--- config.mk ---
export PLATFORM = sky130hd
export DESIGN_NAME = fetch_stage
export DESIGN_NICKNAME = d
export VERILOG_FILES = /design/src/rtl/riscv_pkg.sv /design/src/rtl/fetch_fifo.sv /design/src/rtl/fetch_stage.sv
export SDC_FILE = /design/constraint.sdc
export NUM_CORES = 1
export LEC_CHECK = 0
export CORE_MARGIN = 5
export CORE_UTILIZATION = 58
export DETAILED_ROUTE_END_ITERATION = 10
export GPL_ROUTABILITY_DRIVEN = 0
export PLACE_DENSITY = 0.87
export SLEW_MARGIN = 20
export SYNTH_ARGS = -nofsm -noshare
export SYNTH_HDL_FRONTEND = slang
export SYNTH_SLANG_ARGS = --single-unit
export TNS_END_PERCENT = 10
--- constraint.sdc ---
create_clock -name clk -period 11.5 [get_ports clk]
set_input_delay 1.725 -clock clk [delete_from_list [all_inputs] [get_ports clk]]
set_output_delay 1.725 -clock clk [all_outputs]
set_load 0.1 [all_outputs]
--- src/rtl/riscv_pkg.sv ---
// Shared RV32 front-end definitions: datapath widths, PC increment,
// canonical NOP encoding and the {pc, inst} entry carried from fetch
// to decode.
package riscv_pkg;

    localparam int              XLEN     = 32;
    localparam int              INST_W   = 32;
    localparam logic [XLEN-1:0] PC_STEP  = 32'd4;
    localparam logic [INST_W-1:0] NOP_INST = 32'h0000_0013;

    typedef struct packed {
        logic [XLEN-1:0]   pc;
        logic [INST_W-1:0] inst;
    } fetch_entry_t;

endpackage

--- src/rtl/fetch_fifo.sv ---
// Small synchronous FIFO of fetch entries between the imem response path
// and decode.
//   clk, rst_n       : clock, synchronous active-low reset
//   push, din        : write an entry
//   pop              : retire the head entry (ignored when empty)
//   flush            : drop every entry; wins over push and pop
//   dout             : head entry, or the last presented entry when empty
//   count/full/empty : occupancy
module fetch_fifo
    import riscv_pkg::*;
#(
    parameter int DEPTH = 2,
    localparam int CW = $clog2(DEPTH + 1)
) (
    input  logic         clk,
    input  logic         rst_n,
    input  logic         push,
    input  logic         pop,
    input  logic         flush,
    input  fetch_entry_t din,
    output fetch_entry_t dout,
    output logic [CW-1:0] count,
    output logic         full,
    output logic         empty
);

    localparam int AW = $clog2(DEPTH);

    fetch_entry_t  mem [DEPTH];
    fetch_entry_t  last;
    logic [AW-1:0] rd_ptr, wr_ptr;
    logic [CW-1:0] cnt;
    logic          do_push, do_pop;

    assign empty   = (cnt == '0);
    assign full    = (cnt == CW'(DEPTH));
    assign count   = cnt;
    assign do_pop  = pop && !empty && !flush;
    assign do_push = push && !flush;

    // Decode must see a stable value even when nothing is queued, so the
    // output falls back to whatever was presented most recently.
    assign dout = empty ? last : mem[rd_ptr];

    always_ff @(posedge clk) begin
        if (!rst_n) begin
            rd_ptr <= '0;
            wr_ptr <= '0;
            cnt    <= '0;
            last   <= '0;
        end else begin
            if (!empty) last <= mem[rd_ptr];
            if (flush) begin
                rd_ptr <= '0;
                wr_ptr <= '0;
                cnt    <= '0;
            end else begin
                if (do_push) wr_ptr <= wr_ptr + AW'(1);
                if (do_pop)  rd_ptr <= rd_ptr + AW'(1);
                cnt <= cnt + CW'(do_push) - CW'(do_pop);
            end
        end
    end

    // Storage needs no reset; occupancy decides what is valid.  When full,
    // a push only happens together with a pop, so the slot overwritten is
    // the head being retired.
    always_ff @(posedge clk) begin
        if (do_push) mem[wr_ptr] <= din;
    end

endmodule

--- src/rtl/fetch_stage.sv ---
// Instruction fetch stage feeding decode.  Owns the PC, issues in-order
// word requests to instruction memory under a credit limit, tags returned
// words with their PC, buffers them and hands {pc, inst} to decode over
// valid/ready.  A redirect retargets the PC, flushes the buffer and drops
// the responses still owed for the abandoned path.
//   clk, rst_n                 : clock, synchronous active-low reset
//   imem_req_valid/ready/addr  : request channel to instruction memory
//   imem_rsp_valid/data        : in-order responses, no backpressure
//   id_valid/ready, id_pc/inst : entry presented to decode
//   redirect_valid/pc          : taken branch/jump target from execute
module fetch_stage
    import riscv_pkg::*;
#(
    parameter logic [31:0] RESET_PC        = 32'h0000_0000,
    parameter int          FIFO_DEPTH      = 2,
    parameter int          MAX_OUTSTANDING = 2
) (
    input  logic        clk,
    input  logic        rst_n,
    output logic        imem_req_valid,
    input  logic        imem_req_ready,
    output logic [31:0] imem_req_addr,
    input  logic        imem_rsp_valid,
    input  logic [31:0] imem_rsp_data,
    output logic        id_valid,
    input  logic        id_ready,
    output logic [31:0] id_pc,
    output logic [31:0] id_inst,
    input  logic        redirect_valid,
    input  logic [31:0] redirect_pc
);

    localparam int OW = $clog2(MAX_OUTSTANDING + 1);
    localparam int CW = $clog2(FIFO_DEPTH + 1);

    logic [XLEN-1:0] pc;
    logic [XLEN-1:0] rsp_pc;      // PC of the next response that is kept
    logic [XLEN-1:0] target;
    logic [OW-1:0]   outstanding;
    logic [OW-1:0]   drop;        // responses still owed to a dead path
    logic [CW-1:0]   fifo_count;
    logic            fifo_full, fifo_empty;
    logic            credit_ok, issue, push, pop;
    fetch_entry_t    fifo_din, head;

    // Every in-flight request already owns a FIFO slot, so a response can
    // always be accepted without backpressuring memory.
    assign credit_ok = (32'(outstanding) + 32'(fifo_count) < 32'(FIFO_DEPTH)) &&
                       (32'(outstanding) < 32'(MAX_OUTSTANDING));

    assign imem_req_valid = rst_n && !redirect_valid && credit_ok;
    assign imem_req_addr  = pc;
    assign issue          = imem_req_valid && imem_req_ready;
    assign push           = imem_rsp_valid && (drop == '0) && !redirect_valid;
    assign pop            = id_valid && id_ready && !redirect_valid;
    assign target         = {redirect_pc[31:2], 2'b00};

    always_ff @(posedge clk) begin
        if (!rst_n) begin
            pc          <= {RESET_PC[31:2], 2'b00};
            rsp_pc      <= {RESET_PC[31:2], 2'b00};
            outstanding <= '0;
            drop        <= '0;
        end else begin
            outstanding <= outstanding + OW'(issue) - OW'(imem_rsp_valid);
            if (redirect_valid) begin
                pc     <= target;
                rsp_pc <= target;
                // Everything still in flight belongs to the old path; a
                // response landing now is discarded directly.
                drop   <= outstanding - OW'(imem_rsp_valid);
            end else begin
                if (issue) pc     <= pc + PC_STEP;
                if (push)  rsp_pc <= rsp_pc + PC_STEP;
                if (imem_rsp_valid && (drop != '0)) drop <= drop - OW'(1);
            end
        end
    end

    assign fifo_din = '{pc: rsp_pc, inst: imem_rsp_data};

    fetch_fifo #(.DEPTH(FIFO_DEPTH)) u_fifo (
        .clk   (clk),
        .rst_n (rst_n),
        .push  (push),
        .pop   (pop),
        .flush (redirect_valid),
        .din   (fifo_din),
        .dout  (head),
        .count (fifo_count),
        .full  (fifo_full),
        .empty (fifo_empty)
    );

    assign id_valid = !fifo_empty;
    assign id_pc    = head.pc;
    assign id_inst  = head.inst;

    a_no_overflow: assert property (@(posedge clk) disable iff (!rst_n)
        !(push && fifo_full && !pop));
    a_rsp_expected: assert property (@(posedge clk) disable iff (!rst_n)
        !(imem_rsp_valid && (outstanding == '0)));
    a_addr_aligned: assert property (@(posedge clk) disable iff (!rst_n)
        imem_req_addr[1:0] == 2'b00);

endmodule

== After elaboration in Yosys (flattened, before gate mapping) ==
Memories as Yosys holds them, arrays and structs flattened. A register that Yosys moved wholly into a read port is not among the register bits.
Index checks and enable logic that the tools add are counted.

* Output and inout port bits: 98
* Bits in registers: 136
* Bits in writable memories: 128
* Word-level logic and storage cells: 58
* Memories: 1
* Input bits: 70

* Muxes and demuxes: 11
* Bitwise gates (word level): 1
* Magnitude comparators: 2
* Reductions and logical operators: 21
* $add $sub $neg: 11

{| class="wikitable"
|+ Memory list
! name !! words !! width !! rd ports !! clocked after Yosys merged registers in !! write ports !! RTL line !! text
|-
| u_fifo.mem || 2 || 64 || 1 || 1 || 1 || fetch_fifo.sv:29 || <nowiki>fetch_entry_t mem [DEPTH];</nowiki>
|}

{| class="wikitable"
|+ Operators by type and width
! kind !! number
|-
| $mux W32 || 4
|-
| $add A32 B3 Y32 const B || 2
|-
| $mux W64 || 1
|-
| $logic_and A1 B1 Y1 || 12
|-
| $reduce_bool A2 Y1 || 4
|-
| $sub A2 B1 Y2 || 3
|-
| $add A2 B1 Y2 || 2
|-
| $logic_not A2 Y1 || 2
|-
| $mux W1 || 4
|-
| $mux W2 || 2
|-
| $add A2 B2 Y3 || 1
|-
| $lt A3 B2 Y1 const B || 1
|-
| $add A1 B1 Y1 const B || 2
|-
| $logic_not A1 Y1 || 2
|-
| $lt A2 B2 Y1 const B || 1
|-
| $reduce_or A2 Y1 || 1
|-
| $sub A2 B1 Y2 const B || 1
|-
| $not A1 Y1 || 1
|}

== Longest topological paths before layout ==
Gate-level depths: netlist of run 1.

* Depth in word-level cells: 8
* Mapped depth: 13
* Mapped depth without buffers: 11

== Hierarchy ==
From an unflattened synthesis of run 1, not the netlist that was laid out.

* Cells, all modules: 979
* Area total of the unflattened synthesis: 11313.4 um^2

{| class="wikitable"
|+ By module, submodules not included
! module !! cells an instance !! area an instance (um^2) !! times used !! seq. area each (um^2)
|-
| fetch_fifo || 519 || 7643.6 || 1 || 5225.0
|-
| fetch_stage || 460 || 3669.8 || 1 || 1281.2
|}

== Least setup slack after synthesis of run 1 ==
No wires, ideal clock.

* Path kind: input to register
* From: input redirect_valid
* To: memory u_fifo.mem[0][0] in the netlist's numbering (enable)
* Setup time: 0.558 ns
* Buffers on the path: 3
* Data arrival time: 6.618 ns
* Stages: 4
* Slack: 4.324 ns
* Data required time: 10.942 ns
* Cell sequence: clkbuf_1 > clkbuf_1 > buf_1 > nor3_1

* Word-level cells in the longest chain between the ends: 5

{| class="wikitable"
|+ Ends and longest elaborated chain
! what !! RTL line !! text
|-
| start: declaration || fetch_stage.sv:29 || <nowiki>input logic redirect_valid,</nowiki>
|-
| $logic_not A1 Y1 (*) || fetch_fifo.sv:39, fetch_stage.sv:54 ||
|-
| $logic_and A1 B1 Y1 || fetch_stage.sv:54 || <nowiki>assign push = imem_rsp_valid && (drop == '0) && !redirect_valid;</nowiki>
|-
| $logic_and A1 B1 Y1 (*) || fetch_fifo.sv:39 || <nowiki>assign do_push = push && !flush;</nowiki>
|-
| $mux W1 (*) || fetch_fifo.sv:69 || <nowiki>if (do_push) mem[wr_ptr] <= din;</nowiki>
|-
| $mux W1 (implied by the code) (*) || fetch_fifo.sv:69 ||
|-
| end: declaration || fetch_fifo.sv:29 ||
|}

Every way passes the cells marked *; elsewhere a longest branch is shown, timed or not.

== Final worst setup path of run 1 ==
* From: input rst_n
* To: output imem_req_valid

* Word-level cells in the longest chain between the ends: 2

{| class="wikitable"
|+ Ends and longest elaborated chain
! what !! RTL line !! text
|-
| start: declaration || fetch_stage.sv:19 || <nowiki>input logic rst_n,</nowiki>
|-
| $logic_and A1 B1 Y1 (2 in series) || fetch_stage.sv:51 || <nowiki>assign imem_req_valid = rst_n && !redirect_valid && credit_ok;</nowiki>
|-
| end: declaration || fetch_stage.sv:20 || <nowiki>output logic imem_req_valid,</nowiki>
|}

No other way between the ends.

==> impl_results.rst, run 1 <==
.. list-table::
   :header-rows: 1

   * - Metric
     - Value
   * - Status
     - finished clean
   * - Number of warnings reported in the yosys synthesis log
     - 0
   * - DRC viols
     - 0
   * - Main combinational cell family by area after synthesis
     - simple AND/OR/NAND/NOR gates
   * - Setup violators final
     - 0
   * - Final-stage net count
     - 1,175
   * - Port Buffer Count
     - 163
   * - Startpoint kind of the worst setup timing path
     - input port
   * - Fmax achieved
     - 162 MHz
   * - Storage element area
     - 6390 sq um
   * - Worst Min Path Start
     - u_fifo.last[32]
   * - Number of endpoints with negative hold slack in the final report
     - 0
   * - Number of cells on the worst reg-to-reg path
     - 11
   * - Count of distinct cell types in the synthesized netlist
     - 63
   * - Buffer type at the clock tree root
     - sky130_fd_sc_hd__clkbuf_16
   * - Most frequently used flop master after synthesis
     - sky130_fd_sc_hd__dfxtp_1
   * - Detailed Route WL
     - 23,600 microns
   * - H-Tree Level Count
     - 1
   * - Tmin final
     - 6170 ps
   * - Type of the worst setup path
     - input port to output port
   * - Post-route antenna net violation count
     - 0
   * - Total negative slack
     - 0 ps
   * - Reg-to-Reg Start
     - u_fifo.count[0]
   * - Iteration-0 DRC count of the detailed router
     - 498
   * - Post-DP HPWL
     - 15,100 microns
   * - Resized Gates After CTS
     - 0
   * - Die outline area
     - 21,200 sq um
   * - Routed len/inst
     - 17.6 microns
   * - Layout-stage area growth over the synthesis result
     - 23.9%
   * - Flip-flop and latch count after synthesis
     - 257
   * - Post-synthesis compound-gate area fraction
     - 10.1%
   * - Std-Cell Rows
     - 49
   * - Initial standard-cell utilization of the core
     - 59.0%
   * - Clock latency reported for the late side of the worst-skew pair
     - 510 ps
   * - Fraction of registers with async set or reset after synthesis
     - 0%
   * - Signal arrival time at the worst endpoint
     - 4440 ps
   * - DIE HEIGHT
     - 145 microns
   * - Post-synthesis sequential area ratio
     - 60.0%
   * - Slew @ Worst Pin
     - 1110 ps
   * - Leakage component of the power
     - 4.49 nW
   * - Number of cells on the worst hold path
     - 1
   * - Mapped Avg Cell Area
     - 11.1 sq um
   * - Count of TritonRoute iterations in the first routing pass
     - 5
   * - Xor-xnor portion of the synthesized cell area
     - 3.37%
   * - Final count of pins violating max slew
     - 0
   * - Setup repair after global routing missed its margin
     - false
   * - CTS max path bufs
     - 3
   * - Number of vias after detailed routing
     - 7,755
   * - Hold Crit Endpoint
     - u_fifo.last[32]
   * - Antenna violations before repair
     - 0
   * - Number of flops mapped to enable cells by yosys
     - 124
   * - Via count of the first global-routing pass
     - 7,493
   * - Most used cells in the layout excluding fill and tap cells
     - sky130_fd_sc_hd__clkdlybuf4s50_1 (162), sky130_fd_sc_hd__dfxtp_1 (132), sky130_fd_sc_hd__edfxtp_1 (124)
   * - CORE AREA
     - 18,000 sq um
   * - Number of buffers inserted to repair setup after CTS
     - 0
   * - Pwr dens
     - 164 nW/um^2
   * - Clk sinks
     - 257
   * - Share of the core filled with cells in the final layout
     - 73.1%
   * - Hold Buf Count CTS
     - 0
   * - Post-Synth Simple-Gate Area
     - 16.0%
   * - Top fanout value on the critical path
     - 96
   * - Detail-routed via count per cell
     - 5.77
   * - Class of the tightest hold or removal check
     - register to register
   * - Final period utilization
     - 53.6%
   * - TritonCTS clock tree
     - built
   * - Number of instances in the synthesized netlist
     - 956
   * - Global-route wire length before repair
     - 38,200 microns
   * - Share of final-layout standard cells stronger than drive strength 1
     - 6.10%
   * - Area of the multi-input gates
     - 3970 sq um
   * - Worst-path clk slew
     - 60 ps
   * - Maximum number of pins on one net before global-route repair
     - 130
   * - Final global-route overflow total
     - 0
   * - Fraction of synthesized area in multiplexers
     - 6.43%
   * - Tightest slew margin relative to the limit
     - 26.1%
   * - Peak supply drop
     - 0.159 mV
   * - Count of fill cells added during filler insertion
     - 1,248
   * - Count of boundary I/O pins
     - 168
   * - Register-to-Register Setup Slack
     - 8160 ps
   * - Worst clock skew on the final layout
     - 17.1 ps
   * - Number of maximum-capacitance constraint violations
     - 0
   * - Die Span X
     - 145 microns
   * - Category of the worst setup path capture point
     - output port
   * - Most frequent standard cell in the layout excluding fill and tap cells
     - sky130_fd_sc_hd__clkdlybuf4s50_1
   * - Required arrival time at the worst endpoint
     - 9780 ps
   * - Cell area after synthesis
     - 10,600 sq um
   * - Overall track demand over capacity in global routing
     - 21.6%
   * - Critical register-to-register path endpoint
     - outstanding[1]
   * - N_diodes
     - 0
   * - Number of buffers created by CTS
     - 25
   * - Adder and majority cell fraction of the synthesized area
     - 1.13%
stage by stage:
| stage | total power [mW] | instances | hold WS [ps] | setup slack (ps) | cell area (sq um) |
|---|---|---|---|---|---|
| floorplan | 1.30 | 957 | 447 | 4320 | 10600 |
| global placement | 1.39 | 1298 | 464 | 5360 | 12400 |
| detailed placement | 1.40 | 1298 | 471 | 5340 | 12400 |
| CTS | 2.18 | 1343 | 488 | 5320 | 13200 |
| global route | 2.25 | 1343 | 500 | 5140 | 13200 |
| finish | 2.16 | 1343 | 483 | 5330 | 13200 |
state kept, by name (all words and copies together) (netlist names), named ones only:
register	flops
rsp_pc	30
u_fifo.wr_ptr	1
u_fifo.count	2
drop	2
outstanding	2
u_fifo.mem	124
u_fifo.last	64
imem_req_addr	30
u_fifo.rd_ptr	1
worst max-delay path, cell delays in order:
cell and delay [ps]:
sky130_fd_sc_hd__buf_2 80, sky130_fd_sc_hd__buf_4 650, sky130_fd_sc_hd__nand2b_1 370, sky130_fd_sc_hd__nor4_1 390, sky130_fd_sc_hd__clkdlybuf4s50_1 1210
Yosys cell counts, types with 5 or more instances:
cell type	n	area, sq um
sky130_fd_sc_hd__nor2_1	38	143
sky130_fd_sc_hd__dfxtp_1	133	2660
sky130_fd_sc_hd__clkbuf_1	38	143
sky130_fd_sc_hd__a22oi_1	5	37.5
sky130_fd_sc_hd__mux2i_1	65	651
sky130_fd_sc_hd__nand3_1	23	115
sky130_fd_sc_hd__xor2_1	25	219
sky130_fd_sc_hd__and3_1	13	81.3
sky130_fd_sc_hd__nor3_1	8	40.0
sky130_fd_sc_hd__ha_1	8	100
sky130_fd_sc_hd__buf_1	12	45.0
sky130_fd_sc_hd__and2_1	71	444
sky130_fd_sc_hd__a31oi_1	13	81.3
sky130_fd_sc_hd__a21oi_1	36	180
sky130_fd_sc_hd__xnor2_1	16	140
sky130_fd_sc_hd__nor4_1	9	56.3
sky130_fd_sc_hd__inv_1	15	56.3
sky130_fd_sc_hd__edfxtp_1	124	3720
sky130_fd_sc_hd__nand2_1	112	420
sky130_fd_sc_hd__nand4_1	22	138
sky130_fd_sc_hd__a211oi_1	10	75.1
sky130_fd_sc_hd__o21ai_0	83	415
sky130_fd_sc_hd__o22ai_1	6	37.5
cells by family after synthesis:
family / count (synthesis)
multiplexers: 68
AND/OR/NAND/NOR: 322
other: 1
AO/OA/AOI/OAI: 184
flip-flops: 257
buffers and inverters: 74
XOR/XNOR: 41
adder cells (fa/ha/maj): 9
final cells by class:
type / count / share of cell area, %
Clock buffer: 33 / 5.13
Clock inverter: 12 / 0.873
Inverter: 16 / 0.456
Multi-Input combinational cell: 626 / 30.1
Sequential cell: 257 / 48.5
Tap cell: 229 / 2.17
Timing Repair Buffer: 170 / 12.8
report_power, final:
part / internal [mW] / total, mW / switching [mW]
Clock: 0.458 / 0.784 / 0.326
Sequential: 1.00 / 1.03 / 0.0321
Combinational: 0.0951 / 0.345 / 0.250
layer usage:
layer  global-route usage (%)  part of all wire (%)
met5                        0                     0
met4                     5.04                   1.9
met3                     3.99                   8.8
met2                     35.3                    47
met1                     30.4                    43
how the worst max path moves through the flow:
stage / from / to / cells after the start
after floorplan: redirect_valid / u_fifo.mem[0][0] / 4
after global placement: rst_n / imem_req_valid / 5
after detailed placement: rst_n / imem_req_valid / 5
after CTS: rst_n / imem_req_valid / 5
after global routing: rst_n / imem_req_valid / 5
final: rst_n / imem_req_valid / 5
Power figures use the tool's default switching activity.
==> run 2: changes to the inputs <==
--- a/config.mk
+++ b/config.mk
@@ -6,10 +6,10 @@
 export NUM_CORES = 1
 export LEC_CHECK = 0
 export CORE_MARGIN = 5
-export CORE_UTILIZATION = 58
+export CORE_UTILIZATION = 54
 export DETAILED_ROUTE_END_ITERATION = 10
 export GPL_ROUTABILITY_DRIVEN = 0
-export PLACE_DENSITY = 0.87
+export PLACE_DENSITY = 0.82
 export SLEW_MARGIN = 20
 export SYNTH_ARGS = -nofsm -noshare
 export SYNTH_HDL_FRONTEND = slang
==> constraint.sdc (replaced) <==
create_clock -name clk -period 5.7 [get_ports clk]
set_input_delay 0.855 -clock clk [delete_from_list [all_inputs] [get_ports clk]]
set_output_delay 0.855 -clock clk [all_outputs]
set_load 0.1 [all_outputs]
==> impl_results.rst, run 2 (synthesis gave the netlist of run 1 again) <==
.. list-table::
   :header-rows: 1

   * - Metric
     - Value
   * - Status
     - finished clean
   * - N_diodes
     - 0 (unchanged)
   * - Total negative slack
     - 0 ps (unchanged)
   * - Die outline area
     - 22,600 sq um (+6.9%)
   * - CTS max path bufs
     - 3 (unchanged)
   * - Post-route antenna net violation count
     - 0 (unchanged)
   * - Peak supply drop
     - 0.201 mV (+26%)
   * - Class of the tightest hold or removal check
     - register to register
   * - Buffer type at the clock tree root
     - sky130_fd_sc_hd__clkbuf_16
   * - Initial standard-cell utilization of the core
     - 54.7% (-4.4 points)
   * - Most flop-heavy register
     - u_fifo.mem
   * - Hold Buf Count CTS
     - 0 (unchanged)
   * - Setup violators final
     - 0 (unchanged)
   * - DRC viols
     - 0 (unchanged)
   * - Overall power consumption
     - 4.49 mW (+110%)
   * - Overall track demand over capacity in global routing
     - 20.9% (-0.72 points)
   * - Die Span X
     - 150 microns (+3.4%)
   * - DIE HEIGHT
     - 150 microns (+3.4%)
   * - Leakage component of the power
     - 4.54 nW (+1.1%)
   * - Category of the worst setup path capture point
     - output port
   * - CORE AREA
     - 19,500 sq um (+8.0%)
   * - Number of buffers inserted to repair setup after CTS
     - 0 (unchanged)
   * - Detail-routed via count per cell
     - 5.60 (-3.0%)
   * - Type of the worst setup path
     - register to output port
   * - Pwr dens
     - 338 nW/um^2 (+110%)
   * - Regs by FF count
     - u_fifo.mem (124), u_fifo.last (64)
   * - Count of boundary I/O pins
     - 168 (unchanged)
   * - Std-Cell Rows
     - 51 (+4.1%)
   * - Fmax achieved
     - 226 MHz
   * - TritonCTS clock tree
     - built
   * - Final global-route overflow total
     - 0 (unchanged)
   * - Top fanout value on the critical path
     - 56 (-42%)
   * - Global-route wire length before repair
     - 38,300 microns (+0.24%)
   * - Startpoint kind of the worst setup timing path
     - register
   * - Worst-path clk slew
     - 60 ps (about the same)
   * - Number of maximum-capacitance constraint violations
     - 0 (unchanged)
   * - Number of buffers created by CTS
     - 26 (+4.0%)
   * - Most used cells in the layout excluding fill and tap cells
     - sky130_fd_sc_hd__clkdlybuf4s50_1 (161), sky130_fd_sc_hd__dfxtp_1 (132), sky130_fd_sc_hd__edfxtp_1 (124)
   * - Tmin final
     - 4420 ps
   * - H-Tree Level Count
     - 1 (unchanged)
   * - Slew @ Worst Pin
     - 1130 ps (+19.9 ps)
   * - Port Buffer Count
     - 163 (unchanged)
   * - Iteration-0 DRC count of the detailed router
     - 457 (-8.2%)
   * - Share of final-layout standard cells stronger than drive strength 1
     - 6.45% (+0.35 points)
   * - Final count of pins violating max slew
     - 0 (unchanged)
   * - Post-route non-filler standard cell count
     - 1,381 (+2.8%)
   * - Most frequent standard cell in the layout excluding fill and tap cells
     - sky130_fd_sc_hd__clkdlybuf4s50_1
   * - Worst clock skew on the final layout
     - 13.6 ps (-3.51 ps)
   * - Clock latency reported for the late side of the worst-skew pair
     - 510 ps (about the same)
   * - Number of vias after detailed routing
     - 7,735 (-0.26%)
   * - Register-to-Register Setup Slack
     - 2370 ps (-5790 ps)
   * - Via count of the first global-routing pass
     - 7,499 (+0.080%)
   * - Maximum number of pins on one net before global-route repair
     - 96 (-26%)
   * - Number of cells on the worst hold path
     - 1 (unchanged)
   * - Routed len/inst
     - 17.5 microns (-0.78%)
   * - Clk sinks
     - 257 (unchanged)
   * - Required arrival time at the worst endpoint
     - 4850 ps (-4930 ps)
   * - Post-DP HPWL
     - 15,600 microns (+3.4%)
   * - Final-stage net count
     - 1,176 (+0.085%)
   * - Count of TritonRoute iterations in the first routing pass
     - 5 (unchanged)
   * - Tightest slew margin relative to the limit
     - 24.8% (-1.3 points)
   * - Cell total after placement
     - 1,334 (+2.8%)
   * - Number of cells on the worst reg-to-reg path
     - 10 (-1)
   * - Max reg flops
     - 124 (unchanged)
   * - Setup repair after global routing missed its margin
     - false
   * - Layout-stage area growth over the synthesis result
     - 25.0%
   * - Resized Gates After CTS
     - 0 (unchanged)
   * - Signal arrival time at the worst endpoint
     - 3570 ps (-870 ps)
   * - Detailed Route WL
     - 24,100 microns (+2.0%)
   * - Final period utilization
     - 77.6%
   * - Number of endpoints with negative hold slack in the final report
     - 0 (unchanged)
   * - Antenna violations before repair
     - 0 (unchanged)
run 2: cell count changes in the layout (fill, tap and decap cells not counted), sizes merged:
cell / before / now
clkinv: 7 / 11
clkinvlp: 3 / 0
buf: 8 / 9
bufinv: 2 / 3
clkdlybuf4s50: 162 / 161
run 2: through the flow:
| step | util, % | setup WS [ps] | hold slack, ps | cell area (sq um) |
|---|---|---|---|---|
| after global routing | 68.4 | 1030 | 512 | 13300 |
| after CTS | 68.4 | 1230 | 490 | 13300 |
| final | 68.4 | 1280 | 493 | 13300 |
| after global placement | 63.9 | 1640 | 464 | 12400 |
| after detailed placement | 63.9 | 1650 | 477 | 12400 |
| after floorplan | - | 911 | 447 | 10700 |
run 2: final cells by class:
cell class / instances / area (sq um)
flip-flops and latches: 257 / 6390
well taps: 265 / 332
clock inverters: 14 / 144
clock buffers: 33 / 728
repair buffers: 170 / 1670
inverters: 16 / 60.1
multi-input cells: 626 / 3980
fillers: 1425 / 6160
run 2: where the power goes:
group          total [mW]  internal (mW)  switching [mW]
Combinational       0.697          0.192           0.505
Sequential           2.09           2.02          0.0656
Clock                1.71           1.04           0.673
run 2: layer usage:
metal  share of wire (%)  GRT usage, %
met3                 8.5          3.79
met4                 2.0          6.08
met1                  43          29.2
met5                   0             0
met2                  46          33.7
run 2: worst paths after layout:
check | from | endpoint
setup reg to reg | u_fifo.count[0] | outstanding[0]
setup / recovery | u_fifo.count[1] | id_inst[23]
hold reg to reg | u_fifo.last[33] | u_fifo.last[33]
hold / removal | u_fifo.last[33] | u_fifo.last[33]
run 2: worst max-delay path, stage by stage, from the launching register on:
cell,delay (ps)
sky130_fd_sc_hd__dfxtp_1,370
sky130_fd_sc_hd__nor2_4,640
sky130_fd_sc_hd__buf_4,560
sky130_fd_sc_hd__nand2_1,100
sky130_fd_sc_hd__o21ai_0,150
sky130_fd_sc_hd__clkdlybuf4s50_1,1210
